File: src/rtl/can_rx_fetch.sv
`timescale 1ns/1ps
// can_rx_fetch: interrupt-driven receive engine for an SJA1000 (PeliCAN mode).
// On a low can_int_n level it reads IR, unloads the RX buffer one byte at a
// time through the 32-bit register port, releases the buffer, then presents
// one decoded frame to the consumer with valid/ready.
//
// Optional build macro: CAN_RX_TIMEOUT_EN. When defined, a watchdog aborts a
// read that gets no response within TO_CYCLES cycles and pulses err_o.
//
// Ports:
//   sys_clk, rst          clock, asynchronous active-high reset
//   int_n_i               synchronized can_int_n (active low, level)
//   addr_32b_o/din_32b_o  register address / write data ([7:0] used)
//   wren_o/rden_o         one-cycle write / read requests
//   dout_32b_i/_valid_i   read data ([7:0] used) and its one-cycle strobe
//   busy_o                high whenever the engine owns the register port
//   frm_*                 decoded frame, valid/ready handshake
//   irq_other_o           pulse when IR was read without RI set
//   ir_o                  last IR value read
//   err_o                 pulse on read timeout (0 without the macro)
module can_rx_fetch #(
    parameter int unsigned WR_WAIT   = 16,
    parameter int unsigned TO_CYCLES = 1024
) (
    input  logic        sys_clk,
    input  logic        rst,
    input  logic        int_n_i,
    output logic [31:0] addr_32b_o,
    output logic        wren_o,
    output logic        rden_o,
    output logic [31:0] din_32b_o,
    input  logic [31:0] dout_32b_i,
    input  logic        dout_32b_valid_i,
    output logic        busy_o,
    output logic        frm_valid_o,
    input  logic        frm_ready_i,
    output logic        frm_ext_o,
    output logic        frm_rtr_o,
    output logic [3:0]  frm_dlc_o,
    output logic [28:0] frm_id_o,
    output logic [63:0] frm_data_o,
    output logic        irq_other_o,
    output logic [7:0]  ir_o,
    output logic        err_o
);

    localparam int unsigned NB_MAX = 13;
    localparam int unsigned CNT_W  = 4;
    localparam int unsigned WW_W   = (WR_WAIT > 1) ? $clog2(WR_WAIT) : 1;

    localparam logic [7:0] ADDR_CMD = 8'd1;
    localparam logic [7:0] ADDR_IR  = 8'd3;
    localparam logic [7:0] ADDR_RXB = 8'd16;
    localparam logic [7:0] CMD_RRB  = 8'h04;

    typedef enum logic [2:0] {
        ST_IDLE,
        ST_RD_IR,
        ST_W_IR,
        ST_RD_B,
        ST_W_B,
        ST_WR_RRB,
        ST_WAIT_W
    } state_t;

    state_t            state_q;
    logic [CNT_W-1:0]  cnt_q;
    logic [WW_W-1:0]   wait_q;
    logic [7:0]        byte_q [NB_MAX];
    logic              ff_q;
    logic              rtr_q;
    logic [3:0]        dlc_q;
    logic [7:0]        addr_q;
    logic [7:0]        din_q;
    logic              rden_q;
    logic              wren_q;
    logic              irq_other_q;
    logic [7:0]        ir_q;
    logic              frm_valid_q;
    logic              frm_ext_q;
    logic              frm_rtr_q;
    logic [3:0]        frm_dlc_q;
    logic [28:0]       frm_id_q;
    logic [63:0]       frm_data_q;

    logic [3:0]        data_len_c;
    logic [CNT_W-1:0]  last_idx_c;
    logic [28:0]       frm_id_d;
    logic [63:0]       frm_data_d;

    // Only the low byte of read data carries register content.
    logic unused_ok;

`ifdef CAN_RX_TIMEOUT_EN
    localparam int unsigned TO_W = (TO_CYCLES > 1) ? $clog2(TO_CYCLES) : 1;
    logic [TO_W-1:0] to_cnt_q;
    logic            err_q;
    logic            to_hit_c;

    assign to_hit_c  = (to_cnt_q == TO_W'(TO_CYCLES - 1));
    assign err_o     = err_q;
    assign unused_ok = &{1'b0, dout_32b_i[31:8]};
`else
    assign err_o     = 1'b0;
    assign unused_ok = &{1'b0, dout_32b_i[31:8], (TO_CYCLES != 0)};
`endif

    assign addr_32b_o  = {24'd0, addr_q};
    assign din_32b_o   = {24'd0, din_q};
    assign rden_o      = rden_q;
    assign wren_o      = wren_q;
    assign busy_o      = (state_q != ST_IDLE);
    assign frm_valid_o = frm_valid_q;
    assign frm_ext_o   = frm_ext_q;
    assign frm_rtr_o   = frm_rtr_q;
    assign frm_dlc_o   = frm_dlc_q;
    assign frm_id_o    = frm_id_q;
    assign frm_data_o  = frm_data_q;
    assign irq_other_o = irq_other_q;
    assign ir_o        = ir_q;

    // Frame length from the latched frame-info byte; DLC above 8 still moves 8 bytes.
    always_comb begin
        data_len_c = 4'd0;
        if (!rtr_q) begin
            data_len_c = (dlc_q > 4'd8) ? 4'd8 : dlc_q;
        end
        last_idx_c = (ff_q ? 4'd4 : 4'd2) + data_len_c;
    end

    // Identifier and payload assembly; bytes beyond the data length read as zero.
    always_comb begin
        frm_id_d   = '0;
        frm_data_d = '0;
        if (ff_q) begin
            frm_id_d = {byte_q[1], byte_q[2], byte_q[3], byte_q[4][7:3]};
        end else begin
            frm_id_d = {18'd0, byte_q[1], byte_q[2][7:5]};
        end
        for (int i = 0; i < 8; i++) begin
            if (4'(i) < data_len_c) begin
                frm_data_d[63 - 8*i -: 8] = ff_q ? byte_q[5 + i] : byte_q[3 + i];
            end
        end
    end

    // Fetch sequencer with registered request and frame outputs.
    always_ff @(posedge sys_clk or posedge rst) begin
        if (rst) begin
            state_q     <= ST_IDLE;
            cnt_q       <= '0;
            wait_q      <= '0;
            ff_q        <= 1'b0;
            rtr_q       <= 1'b0;
            dlc_q       <= '0;
            addr_q      <= '0;
            din_q       <= '0;
            rden_q      <= 1'b0;
            wren_q      <= 1'b0;
            irq_other_q <= 1'b0;
            ir_q        <= '0;
            frm_valid_q <= 1'b0;
            frm_ext_q   <= 1'b0;
            frm_rtr_q   <= 1'b0;
            frm_dlc_q   <= '0;
            frm_id_q    <= '0;
            frm_data_q  <= '0;
            for (int i = 0; i < int'(NB_MAX); i++) begin
                byte_q[i] <= '0;
            end
`ifdef CAN_RX_TIMEOUT_EN
            to_cnt_q    <= '0;
            err_q       <= 1'b0;
`endif
        end else begin
            rden_q      <= 1'b0;
            wren_q      <= 1'b0;
            irq_other_q <= 1'b0;
`ifdef CAN_RX_TIMEOUT_EN
            err_q       <= 1'b0;
`endif
            if (frm_valid_q && frm_ready_i) begin
                frm_valid_q <= 1'b0;
            end

            case (state_q)
                // A pending frame blocks new fetches, back-pressuring the RX FIFO.
                ST_IDLE: begin
                    if (!int_n_i && !frm_valid_q) begin
                        state_q <= ST_RD_IR;
                    end
                end

                ST_RD_IR: begin
                    addr_q  <= ADDR_IR;
                    rden_q  <= 1'b1;
                    state_q <= ST_W_IR;
`ifdef CAN_RX_TIMEOUT_EN
                    to_cnt_q <= '0;
`endif
                end

                ST_W_IR: begin
                    if (dout_32b_valid_i) begin
                        ir_q <= dout_32b_i[7:0];
                        if (dout_32b_i[0]) begin
                            cnt_q   <= '0;
                            state_q <= ST_RD_B;
                        end else begin
                            irq_other_q <= 1'b1;
                            state_q     <= ST_IDLE;
                        end
                    end
`ifdef CAN_RX_TIMEOUT_EN
                    else if (to_hit_c) begin
                        err_q   <= 1'b1;
                        state_q <= ST_IDLE;
                    end else begin
                        to_cnt_q <= to_cnt_q + TO_W'(1);
                    end
`endif
                end

                ST_RD_B: begin
                    addr_q  <= ADDR_RXB + {4'd0, cnt_q};
                    rden_q  <= 1'b1;
                    state_q <= ST_W_B;
`ifdef CAN_RX_TIMEOUT_EN
                    to_cnt_q <= '0;
`endif
                end

                // Byte 0 is frame info; the last index is never 0, so stale info is harmless there.
                ST_W_B: begin
                    if (dout_32b_valid_i) begin
                        byte_q[cnt_q] <= dout_32b_i[7:0];
                        if (cnt_q == '0) begin
                            ff_q  <= dout_32b_i[7];
                            rtr_q <= dout_32b_i[6];
                            dlc_q <= dout_32b_i[3:0];
                        end
                        if ((cnt_q != '0) && (cnt_q == last_idx_c)) begin
                            state_q <= ST_WR_RRB;
                        end else begin
                            cnt_q   <= cnt_q + CNT_W'(1);
                            state_q <= ST_RD_B;
                        end
                    end
`ifdef CAN_RX_TIMEOUT_EN
                    else if (to_hit_c) begin
                        err_q   <= 1'b1;
                        state_q <= ST_IDLE;
                    end else begin
                        to_cnt_q <= to_cnt_q + TO_W'(1);
                    end
`endif
                end

                ST_WR_RRB: begin
                    addr_q  <= ADDR_CMD;
                    din_q   <= CMD_RRB;
                    wren_q  <= 1'b1;
                    wait_q  <= '0;
                    state_q <= ST_WAIT_W;
                end

                // Writes are unacknowledged, so hold off a fixed time before handing over.
                ST_WAIT_W: begin
                    if (wait_q == WW_W'(WR_WAIT - 1)) begin
                        frm_ext_q   <= ff_q;
                        frm_rtr_q   <= rtr_q;
                        frm_dlc_q   <= dlc_q;
                        frm_id_q    <= frm_id_d;
                        frm_data_q  <= frm_data_d;
                        frm_valid_q <= 1'b1;
                        state_q     <= ST_IDLE;
                    end else begin
                        wait_q <= wait_q + WW_W'(1);
                    end
                end

                default: begin
                    state_q <= ST_IDLE;
                end
            endcase
        end
    end

endmodule

File: config.mk
export PLATFORM = sky130hd
export DESIGN_NAME = can_rx_fetch
export DESIGN_NICKNAME = d
export VERILOG_FILES = /design/src/rtl/can_rx_fetch.sv
export SDC_FILE = /design/constraint.sdc
export NUM_CORES = 1
export LEC_CHECK = 0
export ABC_AREA = 1
export CORE_UTILIZATION = 60
export DETAILED_ROUTE_END_ITERATION = 16
export DONT_BUFFER_PORTS = 1
export PLACE_DENSITY = 0.77
export SLEW_MARGIN = 40
export SYNTH_ARGS = -nofsm -noshare
export SYNTH_HDL_FRONTEND = slang
export SYNTH_SLANG_ARGS = --single-unit
File: constraint.sdc
create_clock -name sys_clk -period 18.55 [get_ports sys_clk]
set_clock_uncertainty 0.2 [all_clocks]
set_input_delay 0.9275 -clock sys_clk [delete_from_list [all_inputs] [get_ports sys_clk]]
set_output_delay 0.9275 -clock sys_clk [all_outputs]
set_load 0.02 [all_outputs]
== After elaboration in Yosys (flattened, before gate mapping) ==
Cells that the tools add are included.
Storage, ports and cells
  register bits: 241
  bits in writable memories: 0
  word-level logic and storage cells: 129
  memories kept: 0
  memory bits (read-only): 0
  latch bits: 0
Cells by class
  multiplexer cells: 46
  divide/modulo/power cells: 0
  reduce and logical (&&, ||, !) cells: 21
  equal/unequal tests: 15
  add/sub/neg operators: 4
  bitwise operators: 1
  multiply operators: 0
  shift operators: 0
  $lt $le $gt $ge: 11
Operators with widths (number)
  $mux 8: 17
  $bwmux 104: 1
  $demux 8 s4: 1
  $mux 29: 1
  $mux 4: 7
  $pmux 8 s3: 1
  $pmux 3 s7: 1
  $mux 3: 6
  $lt 3x4->1 const A: 4
  $pmux 4 s2: 2
  $ne 2x2->1 const B: 7
  $eq 3x3->1 const B: 3
  $add 4x1->4 const B: 2
  $lt 1x4->1 const A: 2
  $lt 2x4->1 const A: 2
  $mux 1: 8
  $reduce_and 2->1: 4
  $add 5x4->6 const A: 1
  $eq 3x2->1 const B: 2
  $reduce_bool 3->1: 2
  $ge 5x5->1 const B: 1
  $lt 5x1->1 const B: 1
  $not 4->5: 1
  $reduce_and 5->1: 1
  other kinds (15): 20

== Logic depth before layout (Yosys ltp) ==
  depth after elaboration: 9
  depth in mapped cells: 16

== Worst setup path before layout ==
Ideal clock, no wire load.
  path kind: register to register
  start point: reg ff_q
  end point: reg state_q[1]
  arrival: 2.110 ns
  cell stages (with the launch flop): 15
  buffers on the path: 1
  path slack: 16.123 ns
  required time: 18.234 ns
  cells stage by stage: dfrtp_1 > clkinv_1 > clkbuf_1 > ha_1 > inv_1 > fa_1 > nand2_1 > nand2_1 > nand2_1 > nor2_1 > nand3_1 > nand2_1 > nand2_1 > nand2_1 > nand2_1
On the way
  cells in the longest elaborated chain, start to end: 7
RTL lines
  start, declared: RTL line 70  | logic ff_q;
  start signal, assigned: RTL line 238  | ff_q <= dout_32b_i[7];
  $mux 3: RTL line 128  | last_idx_c = (ff_q ? 4'd4 : 4'd2) + data_len_c;
  $add 3x4->4: RTL line 128
  $eq 4x4->1: RTL line 242  | if ((cnt_q != '0) && (cnt_q == last_idx_c)) begin
  $logic_and 1x1->1: RTL line 242
  $mux 3: RTL line 242
  $mux 3: RTL line 235  | if (dout_32b_valid_i) begin
  $pmux 3 s7: RTL line 186  | case (state_q)
  end signal, assigned: RTL line 190  | state_q <= ST_RD_IR;
  end signal, assigned: RTL line 243  | state_q <= ST_WR_RRB;
  end signal, assigned: RTL line 246  | state_q <= ST_RD_B;
  end, declared: RTL line 66  | state_t state_q;
No other way between the ends. The select of a mux whose other input is x is not followed.
A chain may end at the register's enable or synchronous reset.

== Worst setup path in the final report ==
  start point: reg ff_q
  end point: reg cnt_q[2]
On the way
  cells in the longest elaborated chain, start to end: 6
RTL lines
  $mux 3: RTL line 128
  $add 3x4->4: RTL line 128
  $eq 4x4->1: RTL line 242
  $logic_and 1x1->1: RTL line 242
  $ne 2x2->1 (no line)
  $reduce_and 5->1 (no line)
  end signal, assigned: RTL line 245  | cnt_q <= cnt_q + CNT_W'(1);
  end, declared: RTL line 67  | logic [CNT_W-1:0] cnt_q;
No other way between the ends.

==> results.toml <==
[run_status]
run_status = "completed"

[power]
seqPwrFrac_pct = 43.2
p_clk_share_pct = 35.5
power_density_relative_to_cell_area_nw_per_um2 = 120
vdd_ir_drop_max_v = 0.0000920
power.switching_fraction_pct = 35.1
combPwrFrac_pct = 21.3
intPower_uw = 864
design_power_total_mw = 1.33
p_leak_nw = 5.24
power.net_switching_uw = 468

[synthesis]
yosys_most_used_dff = "sky130_fd_sc_hd__dfrtp_1"
post_synth_num_cell_types = 35
synth_edf_count = 0
yosysSeqAreaShare_pct = 54.9
asyncSetResetFlopFracSynth_pct = 100
postSynthCellCount = 1179
synth.yosys.warnings = 0
synthesized_cell_area_um2 = 10500
ys_seq_elements = 230
postSynthAreaPerCell_um2 = 8.89

[clocking]
tritoncts_buffer_count = 24
cts_root_buf = "sky130_fd_sc_hd__clkbuf_16"
post_cts_resize_count = 0
tritoncts = "built"
holdBufCountCts = 0
cts_buffer_depth = 3
cts.sinks = 230
cts.htree.levels = 1
cts.reportedPaths.clkPinSlew_ps = 70
post_cts_setup_buffer_count = 0
clock_latency_ps = 520

[sta]
final-hold-violation-count = 0
final.period_utilization_pct = 19.4
setup_viol = 0
setup_repair_after_global_routing_missed_its_margin = "false"
timing.final.ws_setup_ps = 14950
slew_headroom_pct = 46.2
total_neg_setup_slack_ps = 0
max_freq_mhz = 278
worstMarginPinSlew_ps = 800
fin_hold_ws_ps = 206
post-route-min-period_ps = 3600
fin_max_slew_vios = 0

[global_routing]
largest_net_degree_at_the_start_of_global_routing = 113
groute.usage.overall_pct = 28.3
grt_pass1_vias = 7410
grt_antenna_before_repair = 0
congestion_overflow_gr = 0
grt_pass1_wl_um = 39500

[final_layout]
nets = 1197
nFillCells = 1381
layout-area-overhead-vs-synth_pct = 6.06
post_route_cells_drive_above_1_share_pct = 6.58
fin_cells = 1390
insertedDiodeCount = 0
final_core_util_pct = 66.1
stdcell_area_um2 = 11100

[setup_path]
crit_path_end_kind = "flip-flop"
startpoint = "ff_q"
crit-reg2reg-launch = "ff_q"
critical_path.startpoint_type = "flip-flop"
worstPathMaxFanout = 112
critical_path_class = "flip-flop to flip-flop"
critical_path_arrival_ps = 3850
critPathRequiredTime_ps = 18800

[placed_design]
dpl.cell_count = 1344
routabilityCongestion = 0.885
placement.cell_area_um2 = 10300
placement.setup.worst_slack_ps = 15010
port_buffers = 0
place_hpwl_um = 16600

[routing]
via_per_inst = 5.54
totalWireLength_um = 24900
detail_route.wl_per_cell_um = 17.9
detail_route.iter0.violations = 673
drc_errors = 0
route.antenna.remaining_nets = 0
detailedRoute.firstPassIterationCount = 5
vias = 7697

[die]
die-width_um = 134
design.die.area_um2 = 18000
core_region_area_um2 = 16800
rows = 47
top_level_ports = 214
die_height_um = 134
initial_core_util_pct = 62.3

[min_path]
worst_hold_path_type = "input port to asynchronous set/reset pin"

[flow_run]
max_cap_viol_count = 0
-- kinds of logic after synthesis --
kind of cell / count (synthesis) / synth area share, %
and+or+nand+nor: 423 / 17.3
AOI/OAI and AO/OA: 284 / 15.3
xor gates and xnor gates: 3 / 0.251
DFF: 230 / 54.9
adders and majority gates: 7 / 0.908
buffers and inverters: 231 / 11.3
other: 1 / 0.0358
-- area by class of cell --
cell class	count	area, um2	share of cell area, %
flip-flops and latches	230	5760	51.8
multi-input cells	776	3770	33.9
clock buffers	26	618	5.56
inverters	111	427	3.84
well taps	220	275	2.48
clock inverters	17	164	1.48
repair buffers	10	104	0.935
-- layout by cell type (no fill, tap or decap), drive strengths merged --
master / n
a21oi: 19
a31oi: 11
buf: 10
bufinv: 2
clkbuf: 26
clkinv: 13
clkinvlp: 4
conb: 59
dfrtp: 230
fa: 1
ha: 6
inv: 109
nand2: 324
nand3: 15
nand4: 7
nor2: 66
nor3: 3
nor4: 7
o211ai: 16
o21ai: 187
o22ai: 3
o31ai: 48
or2: 1
xor2: 3
-- critical path, cell delays in order (launching register included) --
cell and delay (ps):
sky130_fd_sc_hd__dfrtp_2 350, sky130_fd_sc_hd__buf_6 590, sky130_fd_sc_hd__clkinv_1 600, sky130_fd_sc_hd__ha_1 380
sky130_fd_sc_hd__inv_1 60, sky130_fd_sc_hd__fa_1 420, sky130_fd_sc_hd__inv_1 60, sky130_fd_sc_hd__nand2_1 40
sky130_fd_sc_hd__nand2_1 80, sky130_fd_sc_hd__nand2_1 50, sky130_fd_sc_hd__nor2_1 120, sky130_fd_sc_hd__nand4_1 210
sky130_fd_sc_hd__nand2_1 190, sky130_fd_sc_hd__nand2_1 70, sky130_fd_sc_hd__nand2_1 80
-- sequential cells by signal (all words and copies together), names as in the netlist, 5 cells and up --
name	cells
ir_o	8
frm_id_o	29
addr_q	5
byte_q	96
frm_data_o	64
-- power groups by stage --
stage / logic, mW / clock network (mW) / registers, mW
after detailed placement: 0.277 / 0 / 0.584
after floorplan: 0.217 / 0 / 0.578
after global routing: 0.316 / 0.495 / 0.580
after CTS: 0.279 / 0.478 / 0.576
after global placement: 0.270 / 0 / 0.584
final: 0.283 / 0.473 / 0.576
-- final timing paths --
kind	end	slack, ps	cells after the start
max in group asynchronous	frm_id_o[12]	16090	4
worst min register to register	byte_q[78]	310	2
worst max register to register	cnt_q[2]	14950	14
worst min-delay path	frm_valid_o	210	1
min in group sys_clk	irq_other_o	300	1
worst max-delay path	cnt_q[2]	14950	14
-- cell usage after synthesis (9+ instances only) --
cell type                    n  area share (%)
sky130_fd_sc_hd__a21oi_1    19            0.91
sky130_fd_sc_hd__a31oi_1    11            0.66
sky130_fd_sc_hd__buf_2      17            0.81
sky130_fd_sc_hd__buf_4      60             4.3
sky130_fd_sc_hd__buf_6       9            0.97
sky130_fd_sc_hd__clkbuf_1   30             1.1
sky130_fd_sc_hd__dfrtp_1   230              55
sky130_fd_sc_hd__inv_1     104             3.7
sky130_fd_sc_hd__nand2_1   322              12
sky130_fd_sc_hd__nand3_1    14            0.67
sky130_fd_sc_hd__nor2_1     62             2.2
sky130_fd_sc_hd__o211ai_1   16             1.1
sky130_fd_sc_hd__o21ai_0   175             8.4
sky130_fd_sc_hd__o21ai_1    12            0.57
sky130_fd_sc_hd__o31ai_1    47             3.4
-- metal layers --
metal / wire, um / part of all wire (%) / global-route usage, %
met3: 1850 / 7.4 / 5.10
met5: 0 / 0 / 0
met1: 10400 / 42 / 38.6
met2: 12200 / 49 / 46.6
met4: 545 / 2.2 / 8.36
Note: power is estimated with default switching activity, not from simulation.
